$ cat src/rtl/modn_counter_pkg.sv
// rtl/modn_counter_pkg.sv - shared constants and helpers for the modulo-N counter family
package modn_counter_pkg;

  localparam logic DIR_UP = 1'b1;
  localparam logic DIR_DN = 1'b0;

  // Bits needed to hold 0..modulus-1; never less than one.
  function automatic int clog2_min(input int modulus);
    int w;
    w = 1;
    while ((longint'(1) << w) < longint'(modulus)) w++;
    return w;
  endfunction

endpackage

$ cat src/rtl/modn_step.sv
// rtl/modn_step.sv - combinational next-state, wrap and terminal-count logic for one modulo-N stage
module modn_step
  import modn_counter_pkg::*;
#(
  parameter int WIDTH   = 4,
  parameter int MODULUS = 13
) (
  input  logic [WIDTH-1:0] count,
  input  logic             dir,
  output logic [WIDTH-1:0] next_count,
  output logic             wrap_next,
  output logic             tc
);

  localparam logic [WIDTH:0]   MOD_W = (WIDTH+1)'(MODULUS);
  localparam logic [WIDTH-1:0] LAST  = WIDTH'(MODULUS - 1);

  logic [WIDTH:0] ext;
  logic [WIDTH:0] inc;
  logic [WIDTH:0] dec;
  logic           at_last;
  logic           at_zero;

  // One extra bit: the increment of all-ones reaches MODULUS = 2^WIDTH without overflowing,
  // and the decrement borrow out of zero lands in the top bit.
  assign ext     = {1'b0, count};
  assign inc     = ext + 1'b1;
  assign dec     = ext - 1'b1;
  assign at_last = (inc == MOD_W);
  assign at_zero = dec[WIDTH];

  always_comb begin
    next_count = '0;
    wrap_next  = 1'b0;
    if (dir == DIR_UP) begin
      if (at_last) begin
        next_count = '0;
        wrap_next  = 1'b1;
      end else begin
        next_count = inc[WIDTH-1:0];
      end
    end else begin
      if (at_zero) begin
        next_count = LAST;
        wrap_next  = 1'b1;
      end else begin
        next_count = dec[WIDTH-1:0];
      end
    end
  end

  assign tc = (dir == DIR_UP) ? at_last : at_zero;

endmodule

$ cat src/rtl/modn_counter.sv
// rtl/modn_counter.sv - modulo-N counter with clear, clamped load, enable and wrap pulse
// Define MODN_COUNTER_DOWN_EN to add the up_dn port and down counting.
module modn_counter
  import modn_counter_pkg::*;
#(
  parameter int WIDTH   = 4,
  parameter int MODULUS = 13
) (
  input  logic             clk,
  input  logic             rst_n,
  input  logic             en,
  input  logic             clr,
  input  logic             load,
  input  logic [WIDTH-1:0] load_val,
`ifdef MODN_COUNTER_DOWN_EN
  input  logic             up_dn,
`endif
  output logic [WIDTH-1:0] count,
  output logic             tc,
  output logic             wrap,
  output logic             load_err
);

  localparam logic [WIDTH:0]   MOD_W = (WIDTH+1)'(MODULUS);
  localparam logic [WIDTH-1:0] LAST  = WIDTH'(MODULUS - 1);

  if (MODULUS < 2 || clog2_min(MODULUS) > WIDTH) begin : g_bad_params
    $error("modn_counter: MODULUS must lie in 2..2^WIDTH");
  end

  logic             dir;
  logic [WIDTH-1:0] step_next;
  logic             step_wrap;
  logic             load_over;

`ifdef MODN_COUNTER_DOWN_EN
  assign dir = up_dn;
`else
  assign dir = DIR_UP;
`endif

  modn_step #(
    .WIDTH   (WIDTH),
    .MODULUS (MODULUS)
  ) u_step (
    .count      (count),
    .dir        (dir),
    .next_count (step_next),
    .wrap_next  (step_wrap),
    .tc         (tc)
  );

  assign load_over = ({1'b0, load_val} >= MOD_W);

  always_ff @(posedge clk or negedge rst_n) begin
    if (!rst_n) begin
      count    <= '0;
      wrap     <= 1'b0;
      load_err <= 1'b0;
    end else if (clr) begin
      count    <= '0;
      wrap     <= 1'b0;
      load_err <= 1'b0;
    end else if (load) begin
      // Out-of-range loads saturate to the top of the range and flag it.
      count    <= load_over ? LAST : load_val;
      wrap     <= 1'b0;
      load_err <= load_over;
    end else if (en) begin
      count    <= step_next;
      wrap     <= step_wrap;
      load_err <= 1'b0;
    end else begin
      wrap     <= 1'b0;
      load_err <= 1'b0;
    end
  end

endmodule

$ cat config.mk
export PLATFORM = sky130hd
export DESIGN_NAME = modn_counter
export DESIGN_NICKNAME = d
export VERILOG_FILES = /design/src/rtl/modn_counter_pkg.sv /design/src/rtl/modn_step.sv /design/src/rtl/modn_counter.sv
export SDC_FILE = /design/constraint.sdc
export NUM_CORES = 1
export LEC_CHECK = 0
export BUFFER_PORTS_ARGS = -buffer_cell sky130_fd_sc_hd__buf_2
export CORE_AREA = 2 2 39 41
export CTS_CLUSTER_DIAMETER = 50
export DETAILED_ROUTE_END_ITERATION = 10
export DIE_AREA = 0 0 41 43
export GPL_ROUTABILITY_DRIVEN = 0
export PLACE_DENSITY = 0.77
export SLEW_MARGIN = 20
export SYNTH_ARGS = -nofsm -noshare
export SYNTH_HDL_FRONTEND = slang
export SYNTH_HIERARCHICAL = 1
export SYNTH_SLANG_ARGS = --single-unit
$ cat constraint.sdc
create_clock -name clk -period 4.7 [get_ports clk]
set_input_delay 1.175 -clock clk [delete_from_list [all_inputs] [get_ports clk]]
set_output_delay 1.175 -clock clk [all_outputs]
set_load 0.05 [all_outputs]
Word level (Yosys, flattened, before mapping). Index checks and enable logic that the tools add are counted.

Add/subtract/negate cells: 1. Eq/ne operators: 1. Magnitude comparators: 1. Mux-type cells: 11. Reductions and logical operators: 1.

Operators by type and width (number): $mux 4 (5); $mux 1 (6); $add 4x1->5 const B (1); $eq 5x4->1 const B (1); $ge 4x4->1 const B (1); $reduce_bool 3->1 (1).

Register bits after elaboration: 6. Bits of input ports: 9. Output and inout bits: 7. Word-level logic and storage cells: 18.

Depth between registers and ports, before layout. Gate-level depths: netlist of run 1.

Word-level depth: 6. Mapped depth: 7. Gate-level depth less buffers: 7.

By module. The synthesis of run 1 kept the hierarchy.

By module, submodules not included: modn_counter (sequential area each 150.1 um^2, cells an instance 24, times used 1, area each 279.0 um^2); modn_step (sequential area each 0.0 um^2, cells an instance 36, times used 1, area each 265.3 um^2).

Worst setup path before layout of run 1. OpenSTA, ideal clock, no wires.

Path kind: register to output. From: register count[3]. To: output port tc. Stages on the path, launching flop included: 5. Setup slack: 1237 ps. Arrival: 2288 ps. Data required time: 3525 ps. Buffers on the path: 1. Path through: dfrtp_1 buf_6 a21boi_1 o211ai_2 o21ai_0.

Longest elaborated chain between the ends: 2.

Ends and longest elaborated chain: from (decl) (RTL line modn_counter.sv:18) `output logic [WIDTH-1:0] count,`; from (signal assigned) (RTL line modn_counter.sv:66) `count <= load_over ? LAST : load_val;`; from (signal assigned) (RTL line modn_counter.sv:70) `count <= step_next;`; $add 4x1->5 (RTL line modn_step.sv:27) `assign inc = ext + 1'b1;`; $eq 5x4->1 (RTL line modn_step.sv:29) `assign at_last = (inc == MOD_W);`; to (decl) (RTL line modn_counter.sv:19) `output logic tc,`.

No other way between the ends.

Worst setup path after layout of run 1.
From: register count[0]. To: output port tc.

The elaborated chain is that of the path after synthesis.

==> results of run 1 <==
## metal layers
layer  global-route usage (%)  vias up  wire length, um
li1                         -      247                -
met1                    19.60      217              473
met2                    24.69       13              495
met3                        0        2               37
met4                    8.000        0               21
met5                        0        -                0
## cells by family (layout without fill, tap and decap cells)
logic type	after synthesis	in the layout	share of synthesized area, %
AOI/OAI and AO/OA	17	17	24.83
xor gates and xnor gates	2	2	3.219
adders and majority gates	2	2	4.597
buffers and inverters	9	23	10.34
DFF	6	6	27.59
muxes	4	4	7.816
other	1	2	0.6890
and+or+nand+nor	19	19	20.92
## area by class of cell
cell class	instances	area [um^2]	share of cell area, %
multi-input combinational	46	341.6	54.38
sequential	6	150.1	23.90
timing repair buffer	15	75.07	11.95
clock buffer	3	22.52	3.586
tap	16	20.02	3.187
inverter	5	18.77	2.988
## report_power, final
part	total (mW)	internal (mW)	switching, mW
Sequential	0.0620	0.0550	0.00699
Combinational	0.0605	0.0240	0.0365
Clock	0.0479	0.0289	0.0190
## cells in the mapped netlist
cell type	instances
dfrtp_1	6
inv_1	5
nor2b_1	4
nor2_1	3
o21ai_0	3
a211oi_1	2
a32o_1	2
and3b_1	2
buf_4	2
buf_6	2
ha_1	2
mux2_2	2
mux2i_1	2
nand2_1	2
o211ai_1	2
a21boi_1	1
a21o_1	1
a21oi_1	1
and3_1	1
and3_2	1
conb_1	1
nand2b_1	1
nand3_1	1
nor3_1	1
nor3b_1	1
nor4_1	1
nor4b_1	1
o2111a_1	1
o211a_1	1
o211ai_2	1
o21bai_1	1
o32ai_1	1
xnor2_1	1
xor2_1	1
## per-stage QoR
stage                     setup WS (ps)  power [mW]  util (%)  area [um^2]  hold slack, ps
after floorplan                    1237      0.1118         -        548.0           862.1
after global placement             2048      0.1224     43.76        605.6           772.7
after detailed placement           2000      0.1232     43.76        605.6           777.1
after CTS                          1730      0.1724     45.39        628.1           739.3
after global routing               1645      0.1845     45.39        628.1           736.1
final                              1763      0.1704     45.39        628.1           739.9
## flip-flops by register name (all words and copies together) (netlist names)
name / cells
count: 4
wrap: 1
load_err: 1
## worst max path at each step
stage / startpoint / end / slack (ps) / cells past startpoint
2_1_floorplan: count[3] / tc / 1240 / 4
3_3_place_gp: count[0] / tc / 2050 / 5
3_5_place_dp: count[0] / tc / 2000 / 5
4_1_cts: count[0] / tc / 1730 / 5
5_1_grt: count[0] / tc / 1650 / 5
6_report: count[0] / tc / 1760 / 5
## cells in the final DEF (no fill, tap or decap), drive strengths merged
master	instances
o211ai	3
ha	2
a21o	1
nor3b	1
mux2i	2
conb	2
xor2	1
o32ai	1
nor3	1
nand3	1
a21boi	1
a32o	2
nor2	3
clkbuf	3
and3b	2
nand2b	1
inv	5
nand2	2
a211oi	2
o21ai	3
nor4	1
dfrtp	6
o2111a	1
o21bai	1
o211a	1
and3	2
buf	15
a21oi	1
nor4b	1
nor2b	4
xnor2	1
mux2	2
## critical path, cell delays in order (launching register included)
cell	delay [ps]
dfrtp_1	450
inv_1	110
ha_1	270
o211ai_2	160
o21ai_0	220
buf_2	300
==> run metrics, run 1 <==
DR iter-0 viols 5; CTS tree done; chip width 41 um; layout cell share with drive strength beyond 1 29.33%; VDD IR max 180.0 uV; clk_skew 2.983 ps; largest net degree at the start of global routing 12; Synth warnings 6; reg2reg setup slack around 2900 ps; fin. max-slew vios 0; post-synthesis cell type count 34; crit path kind register to output port; Fin. Hold Viols 0; r2r startpoint count[0]; Layout Nets 88; crit start category register; Setup crit end kind output port; leakage 0.3224 nW; Vert. Die Dim 43 um; Post-CTS Setup Bufs 0; status finished, final reports clean; RSZ-0062 raised after global routing no; Yosys top cell by area dfrtp_1; Detailed Routing Iterations Pass 1 3; hpwl dp 844.2 um; area share of the largest cell type after synthesis 27.59%; Clock transition at path regs about 40 ps; clock root buffer clkbuf_4; Crit path required time 3520 ps; Seq/Total Area, Yosys 27.59%; Starting Density 39.33%; Num CTS Buffers 3; # hold bufs at CTS 0; # DRC 0; GR Util All Layers 15.21%; Vias/cell 5.264; Core ar. roughly 1400 um^2; antenna-violating nets left 0; Gates resized, CTS repair 0; Clock Sinks 6; r2r endpoint count[0]; Finished Layout Cells around 90; diode count 0; Tcrit/Tclk final 62.49%; clock buffer depth 2; cell count after synthesis 60; CP max FO 9; synthesized area per cell 9.071 um^2; Max Cap Viol 0; Hold Path Class input pin to asynchronous set/reset pin; Tmin final 2937 ps; path depth of the worst reg2reg path 6; fmax 340.5 MHz; DR WL/cell 11.29 um; Fin Setup TNS 0 ps; CTS H-tree lvls 1; endpoints failing setup 0; PwrDens between 200 and 300 nW/um^2; Ports 16; Row Count 14; fillers 130; #FFs+latches synth 6; vias in the first global route between 400 and 500; first-pass GRT wire length 1897 um; initial antenna violation count 0; dpl cells 88; CP arrival roughly 1800 ps; global route overflow 0; Area Growth Syn to Fin 15.40%; Mapped Area 544.3 um^2; DR vias between 400 and 500; top post-synthesis cells by area dfrtp_1, ha_1, nor2b_1; PortBufs 15; Die Footprint around 1800 um^2; Clock Latency Late Sink 250 ps; total wire length 1027 um
No activity file was read; power rests on OpenSTA's default activity.
==> run 2: changes to the inputs <==
- ABC_AREA: default -> 1
- PLACE_DENSITY: 0.77 -> 0.74
- clock period: 4.7 -> 3.1 ns (I/O delays scaled with it)
==> run 2 against run 1 <==
  * First-iteration DRC count grew to 2.8 times the previous value
  * Flip-flop and latch count stayed put
  * Critical path depth is 2 higher
  * Die area stayed put
  * Synthesized area is 6.0% lower
  * Total power is 53% higher
  * Sequential power is 46% higher
  * Critical path type unchanged
  * Largest cell class unchanged
  * Highest routed layer unchanged
==> run metrics, run 2 <==
status finished, final reports clean; register area 150.1 um^2; chip width ~41 um; clock root buffer clkbuf_4; Post-CTS Setup Bufs 0; Detailed Routing Iterations Pass 1 4; DR WL/cell 9.573 um; crit path kind register to output port; CTS H-tree lvls 1; CP arrival 1680 ps; GRT met1 Usage approximately 24%; Num CTS Buffers 3; post-synthesis cell type count 20; leakage 0.3828 nW; max FFs per register 4; DR iter-0 viols 14; Starting Density 36.98%; ys flop type dfrtp_1; Ports 16; Clock transition at path regs 50 ps; VDD IR max around 190 uV; fin. max-slew vios 0; layer with the highest usage met1; fillers around 160; most common cell in the netlist nand2_1; Die Footprint around 1800 um^2; Vias/cell 4.598; Yosys top cell by area dfrtp_1; Finished Layout Cells 117; Layout Nets 114; Clock Latency Late Sink ~250 ps; clk_skew 8.704 ps; PwrDens 408.3 nW/um^2; diode count 0; Row Count 14; Core ar. 1384 um^2; Fin Setup TNS 0 ps; reg2reg setup slack 1660 ps; crit start category register; Fin. Hold Viols 0; Power Total 0.2600 mW; DR vias roughly 540; hpwl dp approximately 910 um; layout cell share with drive strength beyond 1 between 20% and 30%; Crit-path slowest cell dfrtp_1; Area Growth Syn to Fin 24.45%; antenna-violating nets left 0; Tmin final approximately 2500 ps; initial antenna violation count 0; Vert. Die Dim between 40 and 50 um; # DRC 0; most frequent cells in the layout nand2_1, buf_2, inv_1, nand3_1, dfrtp_1; global-route track usage on met2 24.06%; Post-synth EDFFs 0; global route overflow 0; Async SR Flop Fraction 100.0%; vias in the first global route 508; met3 Use GR under 10%; top post-synthesis cells by area dfrtp_1, nand2_1, nand3_1; path depth of the worst reg2reg path 11; crit path cell chain inv_1 > ha_1 > inv_2 > nor2_2 > nand2_2 > a21boi_2 > buf_2; Reg with most FFs count; PortBufs 15; largest net degree at the start of global routing 8; most common cell after layout, fill and taps aside nand2_1; CTS tree done; largest registers count x4, load_err x1, wrap x1; cell count after synthesis 80; #FFs+latches synth 6; GR Util All Layers 17.36%; Synth warnings 6; # hold bufs at CTS 0; CP max FO 6; first-pass GRT wire length 2090 um; Max Cap Viol 0; Tcrit/Tclk final 79.30%; Crit path required time between 2000 and 2500 ps; Gates resized, CTS repair 0; Seq/Total Area, Yosys 29.34%; clock buffer depth 2; largest stage delay on the critical path 430 ps; synthesized area per cell 6.397 um^2; endpoints failing setup 0; Clock Sinks 6; fmax 406.8 MHz; Mapped Area a little over 500 um^2; Hold Path Class input pin to asynchronous set/reset pin; footprint of the multi-input gates 335.3 um^2; total wire length 1120 um; Setup crit end kind output port; Post-synth top cells nand2_1, dfrtp_1, inv_1, nand3_1, nor2_1; RSZ-0062 raised after global routing no; dpl cells ~110; area share of the largest cell type after synthesis about 29%
## run 2: changes by cell type in the layout (fill, tap and decap cells not counted), sizes merged, moves of 3 or more
| cell | delta |
|---|---|
| nand3 | +5 |
| conb | +3 |
| nand2 | +37 |
| inv | +4 |
| nor2b | -4 |
| nor2 | +4 |
## run 2: final timing paths
path / start / endpoint
max: count[0] / tc
min: rst_n / count[3]
max reg2reg: count[0] / count[2]
min reg2reg: count[3] / count[3]
max in group asynchronous: rst_n / load_err
min in group clk: count[3] / count[3]
## run 2: final cells by class
type	instances	area share, %
tap	16	3.143
sequential	6	23.58
timing repair buffer	15	11.79
multi-input combinational	68	52.65
clock buffer	3	3.536
inverter	9	5.305
## run 2: cell families after synthesis
family          count (synthesis)  synth area share (%)
fa+ha+maj                       2                 4.889
other cells                     1                0.7328
flops                           6                 29.34
buf+inv                        10                 8.069
compound gates                  7                 9.778
simple gates                   54                 47.19
## run 2: routing by layer
metal / vias up / routed length [um]
met4: 0 / 31
met2: 14 / 533
met1: 232 / 508
li1: 289 / -
met5: - / 0
met3: 3 / 47
## run 2: critical path, delay by kind of cell (launching register included)
kind	cells	cell delay, ps
buf+inv	3	470
flops	1	430
fa+ha+maj	1	200
simple gates	2	190
compound gates	1	140
## run 2: report_power, final
part           switching, mW  internal, mW
Combinational         0.0658        0.0293
Clock                 0.0303        0.0439
Sequential           0.00725        0.0835
## run 2: per-stage QoR
stage          cell area [um^2]  hold slack (ps)  utilization (%)  worst slack (ps)
2_1_floorplan             526.8            479.4                -             572.2
3_3_place_gp              614.3            562.3            44.39             954.3
3_5_place_dp              614.3            563.9            44.39             910.4
4_1_cts                   636.9            325.9            46.02             629.6
5_1_grt                   636.9            333.5            46.02             492.3
6_report                  636.9            328.1            46.02             641.6
==> run 3: changes to the inputs <==
- clock period: 3.1 -> 2.3 ns (I/O delays scaled with it)
==> run 3 against run 2 <==
  * Sequential power rose by 35%
  * Routed wire length increased by 1.8%
  * Clock skew fell by 4.5 ps
  * Critical path type unchanged
==> run metrics, run 3 (synthesis gave the netlist of run 2 again) <==
Net Sw Power 0.1366 mW; part of the power in the clock network 27.1%; Tcrit/Tclk final 94.61%; PwrDens 541.9 nW/um^2; Vias/cell 4.556; PortBufs 15; chip width 41 um; CP arrival 1600 ps; Max Cap Viol 0; Fin Setup TNS 0 ps; Core ar. 1384 um^2; CP max FO 6; vias in the first global route roughly 450; Worst Setup Slack, final 124.0 ps; Clock Latency Late Sink between 200 and 250 ps; GR Util All Layers ~16%; largest registers count x4, load_err x1, wrap x1; most frequent cells in the layout nand2_1, buf_2, inv_1, nand3_1, dfrtp_1; diode count 0; Area Growth Syn to Fin 26.41%; CTS H-tree lvls 1; fin. max-slew vios 0; Detailed Routing Iterations Pass 1 4; internal power 0.2140 mW; Tmin final 2176 ps; endpoints failing setup 0; Fin. Hold Viols 0; DR WL/cell 9.744 um; crit path kind register to output port; Post-CTS Setup Bufs 0; leakage between 0.3 and 0.4 nW; Num CTS Buffers 3; Row Count 14; antenna-violating nets left 0; global route overflow 0; total wire length 1140 um; initial antenna violation count 0; clock root buffer clkbuf_4; Starting Density 36.98%; most common cell after layout, fill and taps aside nand2_1; # DRC 0; Clock Sinks 6; Switching Share 38.96%; Die Footprint 1763 um^2; clk_skew between 4 and 5 ps; Hold Path Class input pin to asynchronous set/reset pin; DR iter-0 viols 8; VDD IR max 229.7 uV; fillers 145; RSZ-0062 raised after global routing no; Hold Slack 144.3 ps; largest net degree at the start of global routing 8; Reg with most FFs count; crit start category register; Setup crit end kind output port; max FFs per register 4; register area 150.1 um^2; fmax around 460 MHz; footprint of the multi-input gates 342.8 um^2; CTS tree done; Sequential Power Share 34.8%; status finished, final reports clean; Crit path required time between 1500 and 2000 ps; hpwl dp 917.4 um; Comb pwr share 38.1%; layout cell share with drive strength beyond 1 29.70%; first-pass GRT wire length between 1500 and 2000 um; Layout Nets 114; Vert. Die Dim 43 um; post-place setup slack 309.5 ps; Ports 16; clock buffer depth 2; Clock transition at path regs 50 ps; DR vias 533
==> run 3: cell counts in the layout (fill, tap and decap cells not counted) <==
Identical to the previous run, type by type.
==> run 3: cell type report <==
type                       instances  share of cell area (%)
multi-input combinational         68                   53.00
sequential                         6                   23.21
timing repair buffer              15                   11.99
inverter                           9                   5.222
clock buffer                       3                   3.482
tap                               16                   3.095
==> run 3: per-stage QoR <==
| step | instance area (um^2) | utilization [%] | power [mW] | instances |
|---|---|---|---|---|
| detailed placement | 621.8 | 44.94 | 0.2544 | 114 |
| floorplan | 534.3 | - | 0.2233 | 84 |
| global route | 646.9 | 46.75 | 0.3772 | 117 |
| CTS | 644.4 | 46.56 | 0.3530 | 117 |
| finish | 646.9 | 46.75 | 0.3505 | 117 |
| global placement | 621.8 | 44.94 | 0.2524 | 114 |
==> run 3: layer usage <==
| layer | routed length, um | vias up | track usage, % | part of all wire [%] |
|---|---|---|---|---|
| met5 | 0 | - | 0 | 0 |
| met2 | 564 | 15 | 23.13 | 49 |
| li1 | - | 288 | - | - |
| met1 | 525 | 230 | 21.31 | 46 |
| met3 | 50 | 0 | 1.571 | 4.4 |
| met4 | 0 | 0 | 8.000 | 0 |
==> run 3: critical path, cell delays in order (launching register included) <==
cell	delay, ps
dfrtp_1	430
inv_1	140
ha_1	200
inv_2	60
nor2_2	110
nand2_2	90
a21boi_4	130
buf_4	200
==> run 3: power groups by stage <==
stage	clock network (mW)	logic, mW	registers (mW)
detailed placement	0	0.130	0.124
global route	0.105	0.149	0.124
global placement	0	0.129	0.123
finish	0.0950	0.133	0.122
CTS	0.0997	0.131	0.122
floorplan	0	0.0779	0.145
==> run 3: worst paths after layout <==
check / start / to / slack (ps) / cells after the start
worst min register to register: count[3] / count[3] / 570 / 2
worst min-delay path: rst_n / count[3] / 140 / 1
worst max register to register: count[0] / count[0] / 810 / 11
worst max-delay path: count[0] / tc / 120 / 7
min in group clk: clr / load_err / 520 / 2
max in group asynchronous: rst_n / load_err / 2020 / 1
==> run 3: timing repair <==
action | 4_1_cts | 5_1_grt
hold buffers | 0 | 0
resized for setup | 0 | 2
endpoints found under the setup margin | 0 | 1
